[src/rtl/serial_link_axi_rx_fifo.sv]
// AXI4 write-terminating subordinate that buffers every W beat in a FIFO,
// drained by an OBI reader port; reads are always answered with SLVERR.
module serial_link_axi_rx_fifo #(
  parameter int unsigned FifoDepth  = 8,
  parameter int unsigned IdWidth    = 4,
  parameter int unsigned AddrWidth  = 32,
  parameter int unsigned DataWidth  = 32,
  localparam int unsigned PtrWidth   = $clog2(FifoDepth),
  localparam int unsigned UsageWidth = $clog2(FifoDepth) + 1
) (
  input  logic                   clk_i,
  input  logic                   rst_ni,
  input  logic                   aw_valid_i,
  output logic                   aw_ready_o,
  input  logic [IdWidth-1:0]     aw_id_i,
  input  logic [AddrWidth-1:0]   aw_addr_i,
  input  logic [7:0]             aw_len_i,
  input  logic                   w_valid_i,
  output logic                   w_ready_o,
  input  logic [DataWidth-1:0]   w_data_i,
  input  logic [DataWidth/8-1:0] w_strb_i,
  input  logic                   w_last_i,
  output logic                   b_valid_o,
  input  logic                   b_ready_i,
  output logic [IdWidth-1:0]     b_id_o,
  output logic [1:0]             b_resp_o,
  input  logic                   ar_valid_i,
  output logic                   ar_ready_o,
  input  logic [IdWidth-1:0]     ar_id_i,
  input  logic [7:0]             ar_len_i,
  output logic                   r_valid_o,
  input  logic                   r_ready_i,
  output logic [IdWidth-1:0]     r_id_o,
  output logic [DataWidth-1:0]   r_data_o,
  output logic [1:0]             r_resp_o,
  output logic                   r_last_o,
  input  logic                   reader_req_i,
  output logic                   reader_gnt_o,
  input  logic [AddrWidth-1:0]   reader_addr_i,
  input  logic                   reader_we_i,
  input  logic [DataWidth/8-1:0] reader_be_i,
  input  logic [DataWidth-1:0]   reader_wdata_i,
  output logic                   reader_rvalid_o,
  output logic [DataWidth-1:0]   reader_rdata_o,
  output logic                   fifo_empty_o,
  output logic                   fifo_full_o,
  output logic [UsageWidth-1:0]  fifo_usage_o
);

  localparam logic [1:0] RespOkay   = 2'b00;
  localparam logic [1:0] RespSlvErr = 2'b10;

  typedef enum logic [1:0] {W_IDLE, W_DATA, W_RESP} w_state_e;
  typedef enum logic       {R_IDLE, R_RESP} r_state_e;

  w_state_e             w_state_q, w_state_d;
  logic [IdWidth-1:0]   w_id_q, w_id_d;
  logic [7:0]           w_len_q, w_len_d;
  logic [7:0]           w_cnt_q, w_cnt_d;
  logic                 w_err_q, w_err_d;
  logic [1:0]           b_resp_q, b_resp_d;

  r_state_e             r_state_q, r_state_d;
  logic [IdWidth-1:0]   r_id_q, r_id_d;
  logic [7:0]           r_len_q, r_len_d;
  logic [7:0]           r_cnt_q, r_cnt_d;

  logic [DataWidth-1:0] mem_q [FifoDepth];
  logic [DataWidth-1:0] mem_d [FifoDepth];
  logic [PtrWidth-1:0]  wr_ptr_q, wr_ptr_d;
  logic [PtrWidth-1:0]  rd_ptr_q, rd_ptr_d;
  logic [UsageWidth-1:0] usage_q, usage_d;
  logic                 rvalid_q, rvalid_d;
  logic [DataWidth-1:0] rdata_q, rdata_d;

  logic                 push, pop, fifo_full, fifo_empty;
  logic [DataWidth-1:0] w_data_masked;
  logic [DataWidth-1:0] status_word;

  logic unused_inputs;
  assign unused_inputs = ^{aw_addr_i, reader_addr_i, reader_be_i, reader_wdata_i};

  assign fifo_full  = (usage_q == UsageWidth'(FifoDepth));
  assign fifo_empty = (usage_q == '0);

  // Bytes with a cleared strobe are stored as zero rather than left stale.
  always_comb begin
    w_data_masked = '0;
    for (int i = 0; i < DataWidth / 8; i++) begin
      if (w_strb_i[i]) begin
        w_data_masked[8*i +: 8] = w_data_i[8*i +: 8];
      end
    end
  end

  always_comb begin
    w_state_d  = w_state_q;
    w_id_d     = w_id_q;
    w_len_d    = w_len_q;
    w_cnt_d    = w_cnt_q;
    w_err_d    = w_err_q;
    b_resp_d   = b_resp_q;
    aw_ready_o = 1'b0;
    w_ready_o  = 1'b0;
    b_valid_o  = 1'b0;
    push       = 1'b0;
    case (w_state_q)
      W_IDLE: begin
        aw_ready_o = 1'b1;
        if (aw_valid_i) begin
          w_id_d    = aw_id_i;
          w_len_d   = aw_len_i;
          w_cnt_d   = '0;
          w_err_d   = 1'b0;
          w_state_d = W_DATA;
        end
      end
      W_DATA: begin
        w_ready_o = !fifo_full;
        if (w_valid_i && !fifo_full) begin
          push    = 1'b1;
          w_cnt_d = w_cnt_q + 8'd1;
          // The burst length from AW decides the end; an early last only poisons the response.
          if (w_cnt_q == w_len_q) begin
            b_resp_d  = (w_last_i && !w_err_q) ? RespOkay : RespSlvErr;
            w_state_d = W_RESP;
          end else if (w_last_i) begin
            w_err_d = 1'b1;
          end
        end
      end
      W_RESP: begin
        b_valid_o = 1'b1;
        if (b_ready_i) begin
          w_state_d = W_IDLE;
        end
      end
      default: w_state_d = W_IDLE;
    endcase
  end

  assign b_id_o   = w_id_q;
  assign b_resp_o = b_resp_q;

  always_comb begin
    r_state_d  = r_state_q;
    r_id_d     = r_id_q;
    r_len_d    = r_len_q;
    r_cnt_d    = r_cnt_q;
    ar_ready_o = 1'b0;
    r_valid_o  = 1'b0;
    r_resp_o   = RespOkay;
    r_last_o   = 1'b0;
    case (r_state_q)
      R_IDLE: begin
        ar_ready_o = 1'b1;
        if (ar_valid_i) begin
          r_id_d    = ar_id_i;
          r_len_d   = ar_len_i;
          r_cnt_d   = '0;
          r_state_d = R_RESP;
        end
      end
      R_RESP: begin
        r_valid_o = 1'b1;
        r_resp_o  = RespSlvErr;
        r_last_o  = (r_cnt_q == r_len_q);
        if (r_ready_i) begin
          if (r_cnt_q == r_len_q) begin
            r_state_d = R_IDLE;
          end else begin
            r_cnt_d = r_cnt_q + 8'd1;
          end
        end
      end
      default: r_state_d = R_IDLE;
    endcase
  end

  assign r_id_o   = r_id_q;
  assign r_data_o = '0;

  assign status_word = {{(DataWidth-2-UsageWidth){1'b0}}, usage_q, fifo_full, fifo_empty};

  // OBI reader: every request is granted; the response is registered one cycle later.
  always_comb begin
    pop      = 1'b0;
    rvalid_d = reader_req_i;
    rdata_d  = '0;
    if (reader_req_i && !reader_we_i) begin
      if (reader_addr_i[2]) begin
        rdata_d = status_word;
      end else if (!fifo_empty) begin
        pop     = 1'b1;
        rdata_d = mem_q[rd_ptr_q];
      end
    end
  end

  assign reader_gnt_o    = reader_req_i;
  assign reader_rvalid_o = rvalid_q;
  assign reader_rdata_o  = rdata_q;

  always_comb begin
    mem_d    = mem_q;
    wr_ptr_d = wr_ptr_q;
    rd_ptr_d = rd_ptr_q;
    usage_d  = usage_q;
    if (push) begin
      mem_d[wr_ptr_q] = w_data_masked;
      wr_ptr_d        = wr_ptr_q + PtrWidth'(1);
    end
    if (pop) begin
      rd_ptr_d = rd_ptr_q + PtrWidth'(1);
    end
    case ({push, pop})
      2'b10:   usage_d = usage_q + UsageWidth'(1);
      2'b01:   usage_d = usage_q - UsageWidth'(1);
      default: usage_d = usage_q;
    endcase
  end

  assign fifo_empty_o = fifo_empty;
  assign fifo_full_o  = fifo_full;
  assign fifo_usage_o = usage_q;

  always_ff @(posedge clk_i or negedge rst_ni) begin
    if (!rst_ni) begin
      w_state_q <= W_IDLE;
      w_id_q    <= '0;
      w_len_q   <= '0;
      w_cnt_q   <= '0;
      w_err_q   <= 1'b0;
      b_resp_q  <= '0;
      r_state_q <= R_IDLE;
      r_id_q    <= '0;
      r_len_q   <= '0;
      r_cnt_q   <= '0;
      mem_q     <= '{default: '0};
      wr_ptr_q  <= '0;
      rd_ptr_q  <= '0;
      usage_q   <= '0;
      rvalid_q  <= 1'b0;
      rdata_q   <= '0;
    end else begin
      w_state_q <= w_state_d;
      w_id_q    <= w_id_d;
      w_len_q   <= w_len_d;
      w_cnt_q   <= w_cnt_d;
      w_err_q   <= w_err_d;
      b_resp_q  <= b_resp_d;
      r_state_q <= r_state_d;
      r_id_q    <= r_id_d;
      r_len_q   <= r_len_d;
      r_cnt_q   <= r_cnt_d;
      mem_q     <= mem_d;
      wr_ptr_q  <= wr_ptr_d;
      rd_ptr_q  <= rd_ptr_d;
      usage_q   <= usage_d;
      rvalid_q  <= rvalid_d;
      rdata_q   <= rdata_d;
    end
  end

endmodule

[config.mk]
export PLATFORM = sky130hd
export DESIGN_NAME = serial_link_axi_rx_fifo
export DESIGN_NICKNAME = d
export VERILOG_FILES = /design/src/rtl/serial_link_axi_rx_fifo.sv
export SDC_FILE = /design/constraint.sdc
export NUM_CORES = 1
export LEC_CHECK = 0
export CAP_MARGIN = 20
export CORE_ASPECT_RATIO = 0.9
export CORE_MARGIN = 4
export CORE_UTILIZATION = 47
export DETAILED_ROUTE_END_ITERATION = 7
export PLACE_DENSITY = 0.81
export SLEW_MARGIN = 30
export SYNTH_ARGS = -nofsm -noshare
export SYNTH_HDL_FRONTEND = slang
export SYNTH_SLANG_ARGS = --single-unit
[constraint.sdc]
create_clock -name clk_i -period 4.25 [get_ports clk_i]
set_input_delay 0.85 -clock clk_i [delete_from_list [all_inputs] [get_ports clk_i]]
set_output_delay 0.85 -clock clk_i [all_outputs]
set_load 0.005 [all_outputs]
## Word-level counts from Yosys, hierarchy flattened

Index checks and enable logic that the tools add are counted.

- Add/sub/neg operators: 6
- Order comparisons: 3
- Equal/unequal tests: 16
- Muxes and demuxes: 48
- Bitwise logic cells: 3
- Reduce and logical (&&, ||, !) cells: 18

Operator list:

| cell | count |
|---|---|
| bitwise mux 256 bit | 1 |
| 2-to-1 mux 32 bit | 6 |
| binary-select mux 32 bit (select 3 bit) | 1 |
| demux 32 bit (select 3 bit) | 1 |
| 2-to-1 mux 8 bit | 9 |
| one-hot mux 8 bit (2 select lines) | 2 |
| 2-to-1 mux 1 bit | 18 |
| != test 2 bit, second input constant | 9 |
| adder 8 x 1 -> 8 bit, second input constant | 2 |
| equality test 8 bit | 2 |
| 2-to-1 mux 2 bit | 6 |
| AND reduction 3 bit | 3 |
| >= comparator 4 bit, second input constant | 2 |
| inverter 3 -> 4 bit | 2 |
| one-hot mux 4 bit (2 select lines) | 1 |
| adder 3 x 1 -> 3 bit, second input constant | 2 |
| one-hot mux 2 bit (3 select lines) | 1 |
| AND reduction 5 bit | 1 |
| adder 4 x 1 -> 4 bit, second input constant | 1 |
| equality test 2 x 1 -> 1 bit, second input constant | 2 |
| equality test 2 bit, second input constant | 2 |
| equality test 4 bit, second input constant | 1 |
| logical AND 1 bit | 4 |
| zero test 4 bit | 1 |
| 9 further kinds | 14 |

- Bits in registers: 345
- Input port bits: 170
- Output and inout bits: 90

## Longest topological paths before layout

Gate-level depths: netlist (run 1).

- Depth in word-level cells: 7
- Mapped depth: 14
- Depth with buffers taken out: 10

## Worst setup path before layout (run 1)

OpenSTA, ideal clock, no wires.

- Path kind: input to register
- Start: input reader_we_i
- End: register usage_q[2], in the netlist fifo_usage_o[2]
- Arrival: 2.644 ns
- Path slack: 1.476 ns
- Cell stages on the path: 12
- Cell sequence: nand2b_1 -> or3_1 -> clkbuf_1 -> inv_1 -> ha_1 -> clkbuf_1 -> xor2_1 -> ha_1 -> a21oi_1 -> xor2_1 -> nor2_1 -> xor2_1

- Cells in the longest elaborated chain, start to end: 5
- Elaborated cells between the ends (all ways): 7

RTL lines:

| element | line | text |
|---|---|---|
| start, declared | 40 | `input logic reader_we_i,` |
| zero test 1 bit * | 190 | `if (reader_req_i && !reader_we_i) begin` |
| logical AND 1 bit * | 190 |  |
| 2-to-1 mux 1 bit * | 190 |  |
| net pop | 76 | `logic push, pop, fifo_full, fifo_empty;` |
| equality test 2 x 1 -> 1 bit or equality test 2 bit (tied branches) | 216 | `case ({push, pop})` |
| one-hot mux 4 bit (2 select lines) or nonzero test 2 bit (tied branches) | - |  |
| end signal, assigned | 259 | `usage_q <= usage_d;` |
| end, declared | 72 | `logic [UsageWidth-1:0] usage_q, usage_d;` |

The timed path passes the listed nets; every way through them passes the cells marked *.
A chain may end at the register's enable or synchronous reset.

## Worst setup path in the final report (run 1)

- Start: register r_cnt_q[5]
- End: output r_last_o

- Cells in the longest elaborated chain, start to end: 2

RTL lines:

| element | line | text |
|---|---|---|
| start, declared | 66 | `logic [7:0] r_cnt_q, r_cnt_d;` |
| start signal, assigned | 255 | `r_cnt_q <= r_cnt_d;` |
| equality test 8 bit | 167 | `r_last_o = (r_cnt_q == r_len_q);` |
| 2-to-1 mux 1 bit | 154 | `case (r_state_q)` |
| end, declared | 36 | `output logic r_last_o,` |

Every way passes these cells.

==> results of run 1 <==
[worst max-delay path, delay by kind of cell (launching register included)]
kind | cells | cell delay, ns
DFF | 1 | 0.45
xor gates and xnor gates | 1 | 0.20
buffers and inverters | 2 | 0.70
and+or+nand+nor | 2 | 0.66
[per-layer routing]
metal,global-route usage [%],routed length (um)
met2,34.1,17300
met5,0,0
met4,4.68,689
met1,26.2,14200
met3,3.09,1750
[through the flow]
step	instance area, um^2	hold WS (ns)
2_1_floorplan	15200	0.444
3_3_place_gp	16400	0.454
3_5_place_dp	16400	0.461
4_1_cts	17700	0.427
5_1_grt	17700	0.459
6_report	17700	0.388
[area by class of cell]
class                           instances  area, um^2  area share [%]
Antenna cell                            1        2.50          0.0141
Clock buffer                           51        1080            6.09
Clock inverter                         13         183            1.03
Inverter                                9        33.8           0.191
Multi-Input combinational cell        912        5830            32.9
Sequential cell                       344        8610            48.6
Tap cell                              409         512            2.89
Timing Repair Buffer                  145        1470            8.30
[cell usage after synthesis]
cell | instances | area [um^2]
a21o_1 | 1 | 7.51
mux2i_1 | 34 | 340
nand3b_2 | 1 | 11.3
nand4_1 | 7 | 43.8
o21ai_1 | 9 | 45.0
o211ai_1 | 1 | 7.51
nor3_1 | 9 | 45.0
inv_1 | 7 | 26.3
buf_6 | 11 | 124
a222oi_1 | 1 | 10.0
a221o_1 | 7 | 70.1
dfrtp_1 | 344 | 8610
nand3_2 | 1 | 10.0
clkbuf_1 | 40 | 150
a31oi_1 | 2 | 12.5
or2_2 | 1 | 6.26
nand4b_2 | 1 | 15.0
o21ai_0 | 229 | 1150
nand4b_1 | 2 | 17.5
clkbuf_2 | 1 | 5.00
conb_1 | 1 | 3.75
nand2b_1 | 1 | 6.26
buf_1 | 12 | 45.0
buf_2 | 25 | 125
or3_1 | 2 | 12.5
ha_1 | 7 | 87.6
and3_1 | 8 | 50.1
buf_4 | 36 | 270
xor2_1 | 22 | 193
or4b_4 | 3 | 41.3
mux2_2 | 13 | 146
nand3_1 | 7 | 35.0
and3b_1 | 1 | 8.76
xnor2_1 | 8 | 70.1
nor2_1 | 39 | 146
o21ai_2 | 30 | 263
a21oi_1 | 3 | 15.0
nor4_1 | 5 | 31.3
nor2b_1 | 3 | 18.8
and2_1 | 3 | 18.8
inv_2 | 2 | 7.51
nand2_1 | 353 | 1330
mux4_2 | 64 | 1440
[sequential cells by signal, summed over array words and instances, names as in the netlist]
| register | cells |
|---|---|
| mem_q | 256 |
| reader_rdata_o | 32 |
| r_cnt_q | 8 |
| r_len_q | 8 |
| w_cnt_q | 8 |
| w_len_q | 8 |
| b_id_o | 4 |
| fifo_usage_o | 4 |
| r_id_o | 4 |
| rd_ptr_q | 3 |
| wr_ptr_q | 3 |
| w_state_q | 2 |
| b_resp_o | 1 |
| r_state_q | 1 |
| reader_rvalid_o | 1 |
| w_err_q | 1 |
[path summary, 6_finish.rpt]
path	from	to	slack, ns	depth (start not counted)
min	rst_ni	reader_rdata_o[7]	0.39	1
max in group asynchronous	rst_ni	rd_ptr_q[0]	2.68	2
max	r_cnt_q[5]	r_last_o	0.87	5
max reg2reg	fifo_usage_o[2]	fifo_usage_o[2]	1.47	10
min in group clk_i	mem_q[152]	mem_q[152]	0.48	2
min reg2reg	mem_q[152]	mem_q[152]	0.48	2
[power by group]
group | internal [mW] | total [mW] | switching, mW
Sequential | 4.58 | 5.56 | 0.983
Combinational | 1.93 | 3.74 | 1.81
Clock | 2.02 | 3.29 | 1.27
[cells by family (layout without fill, tap and decap cells)]
kind of cell,after synthesis,in the layout,synth area share [%]
compound gates,283,283,10.5
buf+inv,134,218,5.00
mux,111,111,12.8
flops,344,344,57.1
fa+ha+maj,7,7,0.581
simple gates,447,447,12.2
other cells,1,35,0.0249
xor+xnor,30,30,1.74
[cells in the final DEF, fill, tap and decap left out, types with 3 or more instances in the layout]
master,instances
clkbuf_8,8
clkbuf_1,5
nand3_1,7
nor2_1,39
bufinv_16,4
clkinv_2,6
xor2_1,22
and2_1,3
a21oi_1,3
mux4_2,64
conb_1,34
and3_1,8
clkdlybuf4s50_1,125
nor3_1,9
or4b_4,3
nor4_1,5
o21ai_1,9
o21ai_2,30
mux2i_1,34
ha_1,7
mux2_2,13
o21ai_0,229
clkbuf_16,38
xnor2_1,8
buf_4,14
dfrtp_1,341
buf_12,5
nand2_1,353
inv_1,7
nand4_1,7
a221o_1,7
==> metrics.sh, run 1 <==
STATUS='finished, final reports clean'
GRT_FIRST_PASS_WIRELENGTH_UM=56000
CTS_HTREE_LEVELS=2
CP.ARRIVAL_NS=2.53
DRT_PRE_ANTENNA_ITERS=4
MAXCAPVIOLATIONS=0
POST_SYNTH.CELL_AREA_AVG_UM2=11.1
IO-PIN-COUNT=260
CRITPATHMAXSTAGEDELAY_NS=0.52
CRITPATHREQUIREDTIME_NS=3.40
POST-CTS-SETUP-BUFFERS=0
HP-CLASS='in2async'
CTSHOLDBUFFERS=0
PRE_CTS_SLACK_NS=1.01
MAX_FREQ_MHz=295
POSTSYNTHREGISTERBITS=344
WORSTPATHCELLLIST='xor2_1 > nor4_1 > nand4_1 > inv_1 > clkdlybuf4s50_1'
POWER_LEAKAGE_nW=8.04
SYNTH.LIB_CELLS_USED.DISTINCT=43
POST-LAYOUT-TOTAL-POWER_mW=12.6
CTSROOTBUFFERMASTER='clkbuf_16'
DRTANTENNAVIOLNETS=0
FINALSETUPVIOLCOUNT=0
CORE_UM2=31200
DRT_ITER0_MARKERS=756
TRITONCTS_NUM_SINKS=344
CP_MAX_FO=10
DRIVE_GT1_SHARE_PCT=13.5
TIMING_WORST_SETUP_PATH_TYPE='reg2out'
CLOCK_TREE.BUFFER_DEPTH=3
TIMING_WORST_SLEW_PIN_VALUE_NS=0.844
DP_WIRELENGTH_UM=20500
VIAS=10300
TIMING_MAX_TRANSITION_VIOLATIONS_FINAL=0
SYNTHESIS.INSTANCES=1357
POST-ROUTE-MIN-PERIOD_NS=3.38
FIN_CELLS=1884
WORST_SETUP_HOLD_PATH_CLK_SLEW_NS=0.06
NUM-NETS-FINAL=1625
WORST_IR_DROP_VDD_V=0.000360
DRT-WIRELENGTH-PER-CELL_UM=18.0
POSTLAYOUTCOREUTIL_PCT=56.8
SETUP.WORST_PATH.END_CLASS='output port'
NETLIST_AREA_UM2=15100
GRT_MAX_DEGREE=109
FLOORPLAN.DIE_AREA_UM2=35000
DIE_WIDTH_UM=197
ROUTE.DETAILED.DRC=0
POSTROUTEWIRELENGTH_UM=33900
AREAL_POWER_DENSITY_OVER_THE_CELLS_nW_PER_UM2=710
FLOORPLAN.INITIALDENSITY_PCT=48.3
FILLERINSTANCES=2452
GRT.TOTAL_USAGE_PCT=19.6
TRITONCTS.NUM_BUFFERS=36
CHIPHEIGHT_UM=178
CTS_TREE='yes'
FIRST_GLOBAL_VIAS=10800
SETUP_TNS_FINAL_NS=0
COUNT_OF_PORT_BUFFERS_ADDED_DURING_PLACEMENT=126
FINALWEIGHTEDCONGESTION=0.788
FINALCRITPERIODSHARE_PCT=79.6
SLEW_HEADROOM_PCT=43.7
GRT_SETUP_UNREPAIRED='false'
POST-PLACE-CELLS=1818
INSERTION_DELAY_TO_THE_LATER_SINK_OF_THE_WORST_SKEW_PAIR_NS=0.51
LAYOUT-AREA-OVERHEAD-VS-SYNTH_PCT=17.7
ANTENNA_VIOLATIONS_BEFORE_REPAIR=1
GLOBALROUTEOVERFLOWTOTAL=0
FIN_WS_NS=0.866
CLOCK-SKEW-FINAL_NS=0.0240
CORE.ROWCOUNT=61
YS_WARN_COUNT=0
HOLD_VIOL_FINAL=0
CRITPATHSLOWESTCELL='clkdlybuf4s50_1'
SYNTH.YOSYS.SEQ_AREA_SHARE_PCT=57.1
DRT-VIAS-PER-INSTANCE=5.48
CRIT_PATH_START_KIND='flip-flop'
CTS_REPAIR_RESIZE_COUNT=0
(Power assumes the default switching activity.)
==> run 2: changes to the inputs <==
- PLACE_DENSITY: 0.81 -> 0.84
- clock period: 4.25 -> 2.87 ns (I/O delays scaled with it)
==> run 2 against run 1 <==
  * Sequential cell count did not move
  * Via count fell by 0.82%
  * Critical path type unchanged
  * Clock power is 43% higher
  * Hold slack lost 0.37 ns
  * First-iteration DRC count rose by 6.0%
  * Critical path depth decreased by 2
  * Count of clock-buffer cells in the layout up 6
  * Die area unchanged
==> metrics.sh, run 2 (synthesized netlist as in run 1, its figures left out) <==
FILLERINSTANCES=2516
CLOCK_POWER_SHARE_PCT=25.3
POWER_REPORT.INTERNAL_TOTAL_mW=12.5
GRT_FIRST_PASS_WIRELENGTH_UM=55500
CP.ARRIVAL_NS=2.20
CTS_TREE='yes'
DRTANTENNAVIOLNETS=0
SETUP_TNS_FINAL_NS=0
STATUS='finished, final reports clean'
MULTI_INPUT_COMB_AREA_UM2=5840
MAX_FREQ_MHz=361
FINALWEIGHTEDCONGESTION=0.781
MOSTFREQUENTLAYOUTCELLS='nand2_1, dfrtp_1, o21ai_0, clkdlybuf4s50_1, mux4_2'
CRIT_PATH_START_KIND='flip-flop'
AREAL_POWER_DENSITY_OVER_THE_CELLS_nW_PER_UM2=1040
CLOCK-SKEW-FINAL_NS=0.0184
POST-PLACE-CELLS=1833
GLOBAL_ROUTE.USAGE.MET3_PCT=3.09
POST-ROUTE-MIN-PERIOD_NS=2.77
COUNT_OF_PORT_BUFFERS_ADDED_DURING_PLACEMENT=126
FLOORPLAN.DIE_AREA_UM2=35000
ROUTE.DETAILED.DRC=0
LAYOUT-AREA-OVERHEAD-VS-SYNTH_PCT=18.3
GRT-BUSIEST-LAYER='met2'
CORE_UM2=31200
CLOCK_TREE.BUFFER_DEPTH=3
POSTROUTEWIRELENGTH_UM=33500
DRT-WIRELENGTH-PER-CELL_UM=17.6
DIE_WIDTH_UM=197
DP_WIRELENGTH_UM=21000
GLOBALROUTEOVERFLOWTOTAL=0
GRT.TOTAL_USAGE_PCT=19.5
CTSHOLDBUFFERS=0
GRT_SETUP_UNREPAIRED='false'
SEQUENTIALPOWERSHARE_PCT=44.0
COMMONEST_NON_FILL_NON_TAP_CELL_IN_THE_LAYOUT='nand2_1'
TIMING_MAX_TRANSITION_VIOLATIONS_FINAL=0
FIN_CELLS=1900
CHIPHEIGHT_UM=178
CTS_HTREE_LEVELS=2
N_ANTENNA_CELL=0
TIMING_WORST_SLEW_PIN_VALUE_NS=0.663
SLEW_HEADROOM_PCT=55.8
HP-CLASS='in2async'
LAYOUT.AREA.SEQ_UM2=8620
HOLD_VIOL_FINAL=0
VIAS=10200
CP_MAX_FO=9
COMBPWRFRAC_PCT=30.7
LARGEST-REGISTER='mem_q'
INSERTION_DELAY_TO_THE_LATER_SINK_OF_THE_WORST_SKEW_PAIR_NS=0.52
SETUP.WORST_PATH.END_CLASS='output port'
DRT_ITER0_MARKERS=801
CTSROOTBUFFERMASTER='clkbuf_16'
TRITONCTS.NUM_BUFFERS=37
WORST_SETUP_HOLD_PATH_CLK_SLEW_NS=0.06
TRITONCTS_NUM_SINKS=344
GRT.MET1_USAGE_PCT=25.9
FRACTION_OF_MET2_TRACKS_USED_BY_GLOBAL_ROUTING_PCT=33.5
NUM-NETS-FINAL=1641
NET-SWITCHING-POWER_mW=6.04
FINALSETUPVIOLCOUNT=0
FINALCRITPERIODSHARE_PCT=96.6
DRIVE_GT1_SHARE_PCT=14.3
POWER.SWITCHING_FRACTION_PCT=32.6
DRT-VIAS-PER-INSTANCE=5.39
ANTENNA_VIOLATIONS_BEFORE_REPAIR=0
CORE.ROWCOUNT=61
LARGEST_REGISTER_FFS=256
CRITPATHREQUIREDTIME_NS=2.30
WORST_IR_DROP_VDD_V=0.000606
GRT_MAX_DEGREE=79
POWER_LEAKAGE_nW=8.10
DRT_PRE_ANTENNA_ITERS=5
IO-PIN-COUNT=260
FLOORPLAN.INITIALDENSITY_PCT=48.3
FIRST_GLOBAL_VIAS=10900
MAXCAPVIOLATIONS=0
TIMING_WORST_SETUP_PATH_TYPE='reg2out'
[run 2: final timing paths]
kind	start	to	slack [ns]	depth (start not counted)
min in group clk_i	b_id_o[2]	b_id_o[2]	0.47	2
max in group asynchronous	rst_ni	mem_q[223]	2.02	2
max reg2reg	fifo_usage_o[1]	fifo_usage_o[3]	0.36	9
min reg2reg	b_id_o[2]	b_id_o[2]	0.47	2
max	fifo_usage_o[1]	fifo_full_o	0.1	3
min	rst_ni	reader_rdata_o[7]	0.02	1
[run 2: layer usage]
| layer | share of wire [%] | vias to the layer above | wire (um) |
|---|---|---|---|
| met5 | 0 | - | 0 |
| met4 | 2.2 | 0 | 744 |
| met3 | 5.2 | 66 | 1740 |
| met2 | 50 | 256 | 16900 |
| met1 | 42 | 5114 | 14100 |
| li1 | - | 4808 | - |
[run 2: final cells by class]
type                            instances  area share, %
Clock buffer                           57           6.24
Clock inverter                          9          0.541
Inverter                                9          0.190
Multi-Input combinational cell        912           32.8
Sequential cell                       344           48.4
Tap cell                              409           2.87
Timing Repair Buffer                  160           9.03
[run 2: worst max-delay path, cell delays in order (launching register included)]
cell and delay, ns:
dfrtp_1 0.49, or4b_4 0.59, inv_1 0.10, clkdlybuf4s50_1 0.51
[run 2: repair_timing]
action                     4_1_cts  5_1_grt
setup buffers                    0        1
gates resized for setup          0        1
setup endpoints to repair        0        1
[run 2: through the flow]
step                util, %  worst slack [ns]  instance area (um^2)  hold WS (ns)  power, mW
floorplan                 -             0.149                 15200         0.278       12.1
global placement       53.2             0.106                 16600         0.455       13.5
detailed placement     53.2            0.0497                 16600         0.462       13.9
CTS                    57.0            0.0741                 17800        0.0397       18.7
global route           57.1            0.0171                 17800        0.0603       19.7
finish                 57.1            0.0970                 17800        0.0172       18.5
[run 2: power by group through the flow]
stage	Clock (mW)	Combinational, mW	Sequential (mW)
6_report	4.69	5.69	8.15
5_1_grt	4.99	6.37	8.40
4_1_cts	4.77	5.74	8.16
3_5_place_dp	0	5.69	8.20
3_3_place_gp	0	5.43	8.04
2_1_floorplan	0	4.43	7.62
==> run 3: changes to the inputs <==
- SLEW_MARGIN: 30 -> 25
==> results of run 3 <==
No change in the layout: final DEF, timing and power equal those of run 2.
